$ cat src/rtl/branch_redirect_ctrl_pkg.sv
// Shared control-flow definitions: the opcodes that can redirect the PC and the
// states of the execute-stage redirect sequencer.
package branch_redirect_ctrl_pkg;

  localparam logic [6:0] OP_BRANCH = 7'b1100011;
  localparam logic [6:0] OP_JAL    = 7'b1101111;
  localparam logic [6:0] OP_JALR   = 7'b1100111;

  typedef enum logic [1:0] {
    IDLE,
    REDIRECT,
    DRAIN
  } state_e;

  function automatic logic is_jump(input logic [6:0] opcode);
    return (opcode == OP_JAL) || (opcode == OP_JALR);
  endfunction

endpackage

$ cat src/rtl/branch_redirect_ctrl_sat_stat_counter.sv
// Saturating statistics counter: sticks at all-ones instead of wrapping, and a
// synchronous clear takes priority over a same-cycle increment.
module sat_stat_counter #(
  parameter int unsigned STAT_W = 32
) (
  input  logic              clock,
  input  logic              reset_n,
  input  logic              inc,
  input  logic              clr,
  output logic [STAT_W-1:0] count
);

  logic [STAT_W-1:0] count_q;

  always_ff @(posedge clock or negedge reset_n) begin
    if (!reset_n) begin
      count_q <= '0;
    end else if (clr) begin
      count_q <= '0;
    end else if (inc && (count_q != '1)) begin
      count_q <= count_q + STAT_W'(1);
    end
  end

  assign count = count_q;

endmodule

$ cat src/rtl/branch_redirect_ctrl.sv
// Execute-stage redirect sequencer: resolves taken branches/jumps, holds the PC
// redirect until fetch accepts it, then squashes ID/EX for a drain window.
module branch_redirect_ctrl
  import branch_redirect_ctrl_pkg::*;
#(
  parameter int unsigned DRAIN_CYCLES = 1,
  parameter int unsigned STAT_W       = 32
) (
  input  logic              clock,
  input  logic              reset_n,
  input  logic              e_valid,
  input  logic [6:0]        e_opcode,
  input  logic              e_br_taken,
  input  logic [31:0]       e_target,
  input  logic              stall,
  input  logic              f_ready,
  input  logic              clear_stats,
  output logic              pc_redirect,
  output logic [31:0]       pc_target,
  output logic              flush_fd,
  output logic              flush_de,
  output logic              target_misaligned,
  output logic [STAT_W-1:0] br_count,
  output logic [STAT_W-1:0] br_taken_count,
  output logic [STAT_W-1:0] jump_count
);

  // The counter only ever holds DRAIN_CYCLES-1 down to 0.
  localparam int unsigned    CNT_W      = (DRAIN_CYCLES > 1) ? $clog2(DRAIN_CYCLES) : 1;
  localparam logic [CNT_W-1:0] DRAIN_LOAD = CNT_W'(DRAIN_CYCLES - 1);

  state_e            state_q, state_d;
  logic [CNT_W-1:0]  drainCnt_q, drainCnt_d;
  logic [31:0]       pcTarget_q, pcTarget_d;
  logic              misaligned_q, misaligned_d;

  logic resolve;
  logic isBranch;
  logic isJump;
  logic take;

  always_comb begin
    resolve      = (state_q == IDLE) && e_valid && !stall;
    isBranch     = (e_opcode == OP_BRANCH);
    isJump       = is_jump(e_opcode);
    take         = (isBranch && e_br_taken) || isJump;
    state_d      = state_q;
    drainCnt_d   = drainCnt_q;
    pcTarget_d   = pcTarget_q;
    misaligned_d = misaligned_q;

    unique case (state_q)
      IDLE: begin
        if (resolve && take) begin
          state_d    = REDIRECT;
          pcTarget_d = {e_target[31:2], 2'b00};
          if (e_target[1:0] != 2'b00) begin
            misaligned_d = 1'b1;
          end
        end
      end
      REDIRECT: begin
        if (f_ready) begin
          if (DRAIN_CYCLES == 0) begin
            state_d = IDLE;
          end else begin
            state_d    = DRAIN;
            drainCnt_d = DRAIN_LOAD;
          end
        end
      end
      DRAIN: begin
        if (drainCnt_q == '0) begin
          state_d = IDLE;
        end else begin
          drainCnt_d = drainCnt_q - CNT_W'(1);
        end
      end
      default: state_d = IDLE;
    endcase

    if (clear_stats) begin
      misaligned_d = 1'b0;
    end
  end

  always_ff @(posedge clock or negedge reset_n) begin
    if (!reset_n) begin
      state_q      <= IDLE;
      drainCnt_q   <= '0;
      pcTarget_q   <= '0;
      misaligned_q <= 1'b0;
    end else begin
      state_q      <= state_d;
      drainCnt_q   <= drainCnt_d;
      pcTarget_q   <= pcTarget_d;
      misaligned_q <= misaligned_d;
    end
  end

  assign pc_redirect       = (state_q == REDIRECT);
  assign flush_fd          = (state_q == REDIRECT);
  assign flush_de          = (state_q == REDIRECT) || (state_q == DRAIN);
  assign pc_target         = pcTarget_q;
  assign target_misaligned = misaligned_q;

  sat_stat_counter #(.STAT_W(STAT_W)) uBrCount (
    .clock   (clock),
    .reset_n (reset_n),
    .inc     (resolve && isBranch),
    .clr     (clear_stats),
    .count   (br_count)
  );

  sat_stat_counter #(.STAT_W(STAT_W)) uBrTakenCount (
    .clock   (clock),
    .reset_n (reset_n),
    .inc     (resolve && isBranch && e_br_taken),
    .clr     (clear_stats),
    .count   (br_taken_count)
  );

  sat_stat_counter #(.STAT_W(STAT_W)) uJumpCount (
    .clock   (clock),
    .reset_n (reset_n),
    .inc     (resolve && isJump),
    .clr     (clear_stats),
    .count   (jump_count)
  );

endmodule

$ cat config.mk
export PLATFORM = sky130hd
export DESIGN_NAME = branch_redirect_ctrl
export DESIGN_NICKNAME = d
export VERILOG_FILES = /design/src/rtl/branch_redirect_ctrl_pkg.sv /design/src/rtl/branch_redirect_ctrl_sat_stat_counter.sv /design/src/rtl/branch_redirect_ctrl.sv
export SDC_FILE = /design/constraint.sdc
export NUM_CORES = 1
export LEC_CHECK = 0
export ABC_AREA = 1
export CORE_MARGIN = 3
export CORE_UTILIZATION = 37
export DETAILED_ROUTE_END_ITERATION = 7
export DONT_BUFFER_PORTS = 1
export PLACE_DENSITY = 0.63
export SYNTH_ARGS = -nofsm -noshare
export SYNTH_HDL_FRONTEND = slang
export SYNTH_SLANG_ARGS = --single-unit
export TNS_END_PERCENT = 10
$ cat constraint.sdc
create_clock -name clock -period 3.4 [get_ports clock]
set_input_delay 0.34 -clock clock [delete_from_list [all_inputs] [get_ports clock]]
set_output_delay 0.34 -clock clock [all_outputs]
set_load 0.1 [all_outputs]
==> flow_metrics.tcl <==
set metrics [dict create \
    outcome "completed" \
    die_h_um 154 \
    yosys-top-cells-area "dfrtp_1 (40%), nand2_1 (25%), nor2_1 (8.9%)" \
    drive_gt1_share_pct 12.5 \
    clock_skew_ns 0.0135 \
    antenna_found_initial 0 \
    drc_errors 0 \
    critPathArrivalTime_ns 2.88 \
    async_reset_ff_share_pct 100 \
    crit_required_ns 3.71 \
    whs_path_depth 2 \
    r2r_cells 12 \
    cts_max_level 4 \
    track_usage_pct 20.6 \
    setup_viol 0 \
    cts_made_buffers 17 \
    rows 53 \
    period_share_pct 75.7 \
    die_w_um 154 \
    slew_viol_final 0 \
    fmax_mhz 388 \
    cp-end-kind "register" \
    worst_setup_path_start_kind "register" \
    synth_top_area_cell "dfrtp_1" \
    fill_cells 2169 \
    cts.reportedPaths.clkPinSlew_ns 0.06 \
    max-cap-violations 0 \
    post_drt_wl_per_cell_um 15.3 \
    crit_type "reg -> reg" \
    drt-initial-drc-count 576 \
    tns_ns 0 \
    grt_max_degree 130 \
    post-dp-hpwl_mm 17.5 \
    route.vias.total 8075 \
    firstDrtPassIters 5 \
    p_leak_nw 4.63 \
    grt_pass1_wl_mm 40.1 \
    nNetsFinal 1363 \
    synth_top_area_share_pct 40.0 \
    peakVddDrop_mv 0.376 \
    hold_path.class "in -> reg" \
    globalRouteOverflowTotal 0 \
    port_buffers 0 \
    routed_wl_mm 24.5 \
    cts_resized 0 \
    n_antenna_cell 0 \
    core_area_mm2 0.0212 \
    viasPerCell 5.05 \
    tritoncts "done" \
    syn_inst 1228 \
    hold_violations 0 \
    period_needed_ns 2.57 \
    ant_nets 0 \
    syn_area_per_cell_um2 6.57 \
    place_congestion 0.883 \
    initial_core_util_pct 38.0 \
    slew_headroom_pct 22.4 \
    cp_max_fo 32 \
    fin_util_pct 45.1 \
    cellPowerDensity_mw_per_mm2 439 \
    final-seq-area_mm2 0.00323 \
    ys_ff_latch 129 \
    seq_area_frac_synth_pct 40.0 \
    ios 178 \
    cts_setup_buffers 0 \
    ys_warn_count 0 \
    grt_setup_unrepaired "no" \
    synth_edf_count 0 \
    cts_max_path_buffers 2 \
    cts.sinks 129 \
    die-area_mm2 0.0236 \
    worst_pin_slew_ns 1.16 \
    netlist_area_mm2 0.00807 \
    multi_input_area_mm2 0.00430 \
    grt_pass1_vias 7718 \
    insertion_delay_ns 0.43 \
    ys.flop_type "dfrtp_1" \
    ys_types 28 \
    root_buffer "clkbuf_16" \
    syn_to_final_growth_pct 18.7 \
]
[worst max-delay path: stages (launching register included)]
cell     delay, ns
dfrtp_1       0.40
inv_1         0.08
ha_1          0.16
nand2_1       0.06
nor2_1        0.24
nand2_1       0.08
nor2_1        0.22
inv_1         0.09
nand2_1       0.08
buf_4         0.31
inv_1         0.48
nand2_1       0.19
nand2_1       0.06
[cells in the final DEF, fill, tap and decap left out, types with 2 or more instances in the layout]
cell and n:
nand2_2 7, ha_1 5, o21ai_0 4, clkinvlp_4 3, inv_1 79, inv_6 4
dfrtp_1 129, a21oi_1 2, nor2_2 2, clkinv_4 3, clkbuf_16 17, nand2_1 527
dlygate4sd3_1 2, nand3_1 126, nand4_1 55, nor2_1 191, conb_1 2, bufinv_16 2
or2_2 8, nor2_4 5, buf_4 101, xor2_1 11, xnor2_1 24, inv_2 3
clkinv_2 4
[flip-flops by register name, summed over array words and instances (netlist names)]
name and flops:
pc_target 30, state_q 2, target_misaligned 1, uBrCount.count 32
uBrTakenCount.count 32, uJumpCount.count 32
[cell usage after synthesis (5+ instances only)]
master	instances
buf_1	10
buf_2	9
buf_4	6
buf_6	6
clkbuf_1	10
dfrtp_1	129
ha_1	6
inv_1	79
nand2_1	527
nand2_2	7
nand3_1	126
nand4_1	55
nor2_1	191
nor2_4	5
or2_2	8
xnor2_1	24
xor2_1	11
[per-stage QoR]
step	hold WS (ns)	total power [mW]	instance area, um^2	worst slack (ns)	instances
5_1_grt	0.0261	4.35	9580	0.453	1599
3_5_place_dp	0.0467	2.35	8950	0.719	1564
2_1_floorplan	0.0444	2.30	8070	0.982	1229
6_report	0.0359	4.21	9580	0.826	1599
3_3_place_gp	0.0470	2.34	8950	0.824	1564
4_1_cts	0.0182	4.25	9580	0.725	1599
[power breakdown]
part / internal [mW] / switching (mW)
Clock: 1.09 / 0.763
Sequential: 1.58 / 0.374
Combinational: 0.0672 / 0.335
Total: 2.74 / 1.47
[logic make-up (layout without fill, tap and decap cells)]
logic type                 count (synthesis)  in the layout  synth area share [%]
AOI/OAI and AO/OA                          9              9                 0.636
xor gates and xnor gates                  35             35                  3.80
adders and majority gates                  6              6                 0.930
buffers and inverters                    125            220                  6.81
DFF                                      129            129                  40.0
other                                      1              2                0.0465
and+or+nand+nor                          923            923                  47.8
[cell type report]
class,count,area share (%)
inverters,84,3.33
clock buffers,17,4.44
multi-input cells,975,44.9
well taps,275,3.59
repair buffers,104,8.41
clock inverters,15,1.66
flip-flops and latches,129,33.7
[layer usage]
| layer | routed length (um) | vias up | track usage, % |
|---|---|---|---|
| li1 | - | 4030 | - |
| met1 | 10600 | 3748 | 26.5 |
| met2 | 11600 | 266 | 34.3 |
| met3 | 1930 | 31 | 5.69 |
| met4 | 369 | 0 | 5.76 |
| met5 | 0 | - | 0 |
[what timing repair did]
action                                  in CTS  in global routing
endpoints found under the setup margin       0                  0
hold buffers                                 3                  0
hold endpoints to repair                   130                  0
[final timing paths]
check                              from                endpoint  slack, ns
min                        e_target[30]           pc_target[30]       0.04
max                          state_q[0]           pc_target[27]       0.83
max reg2reg                  state_q[0]           pc_target[27]       0.83
min in group asynchronous       reset_n      uBrCount.count[14]       0.53
max in group asynchronous       reset_n  uBrTakenCount.count[8]       2.27
min reg2reg                  state_q[1]              state_q[1]       0.48
(Power assumes the default switching activity.)
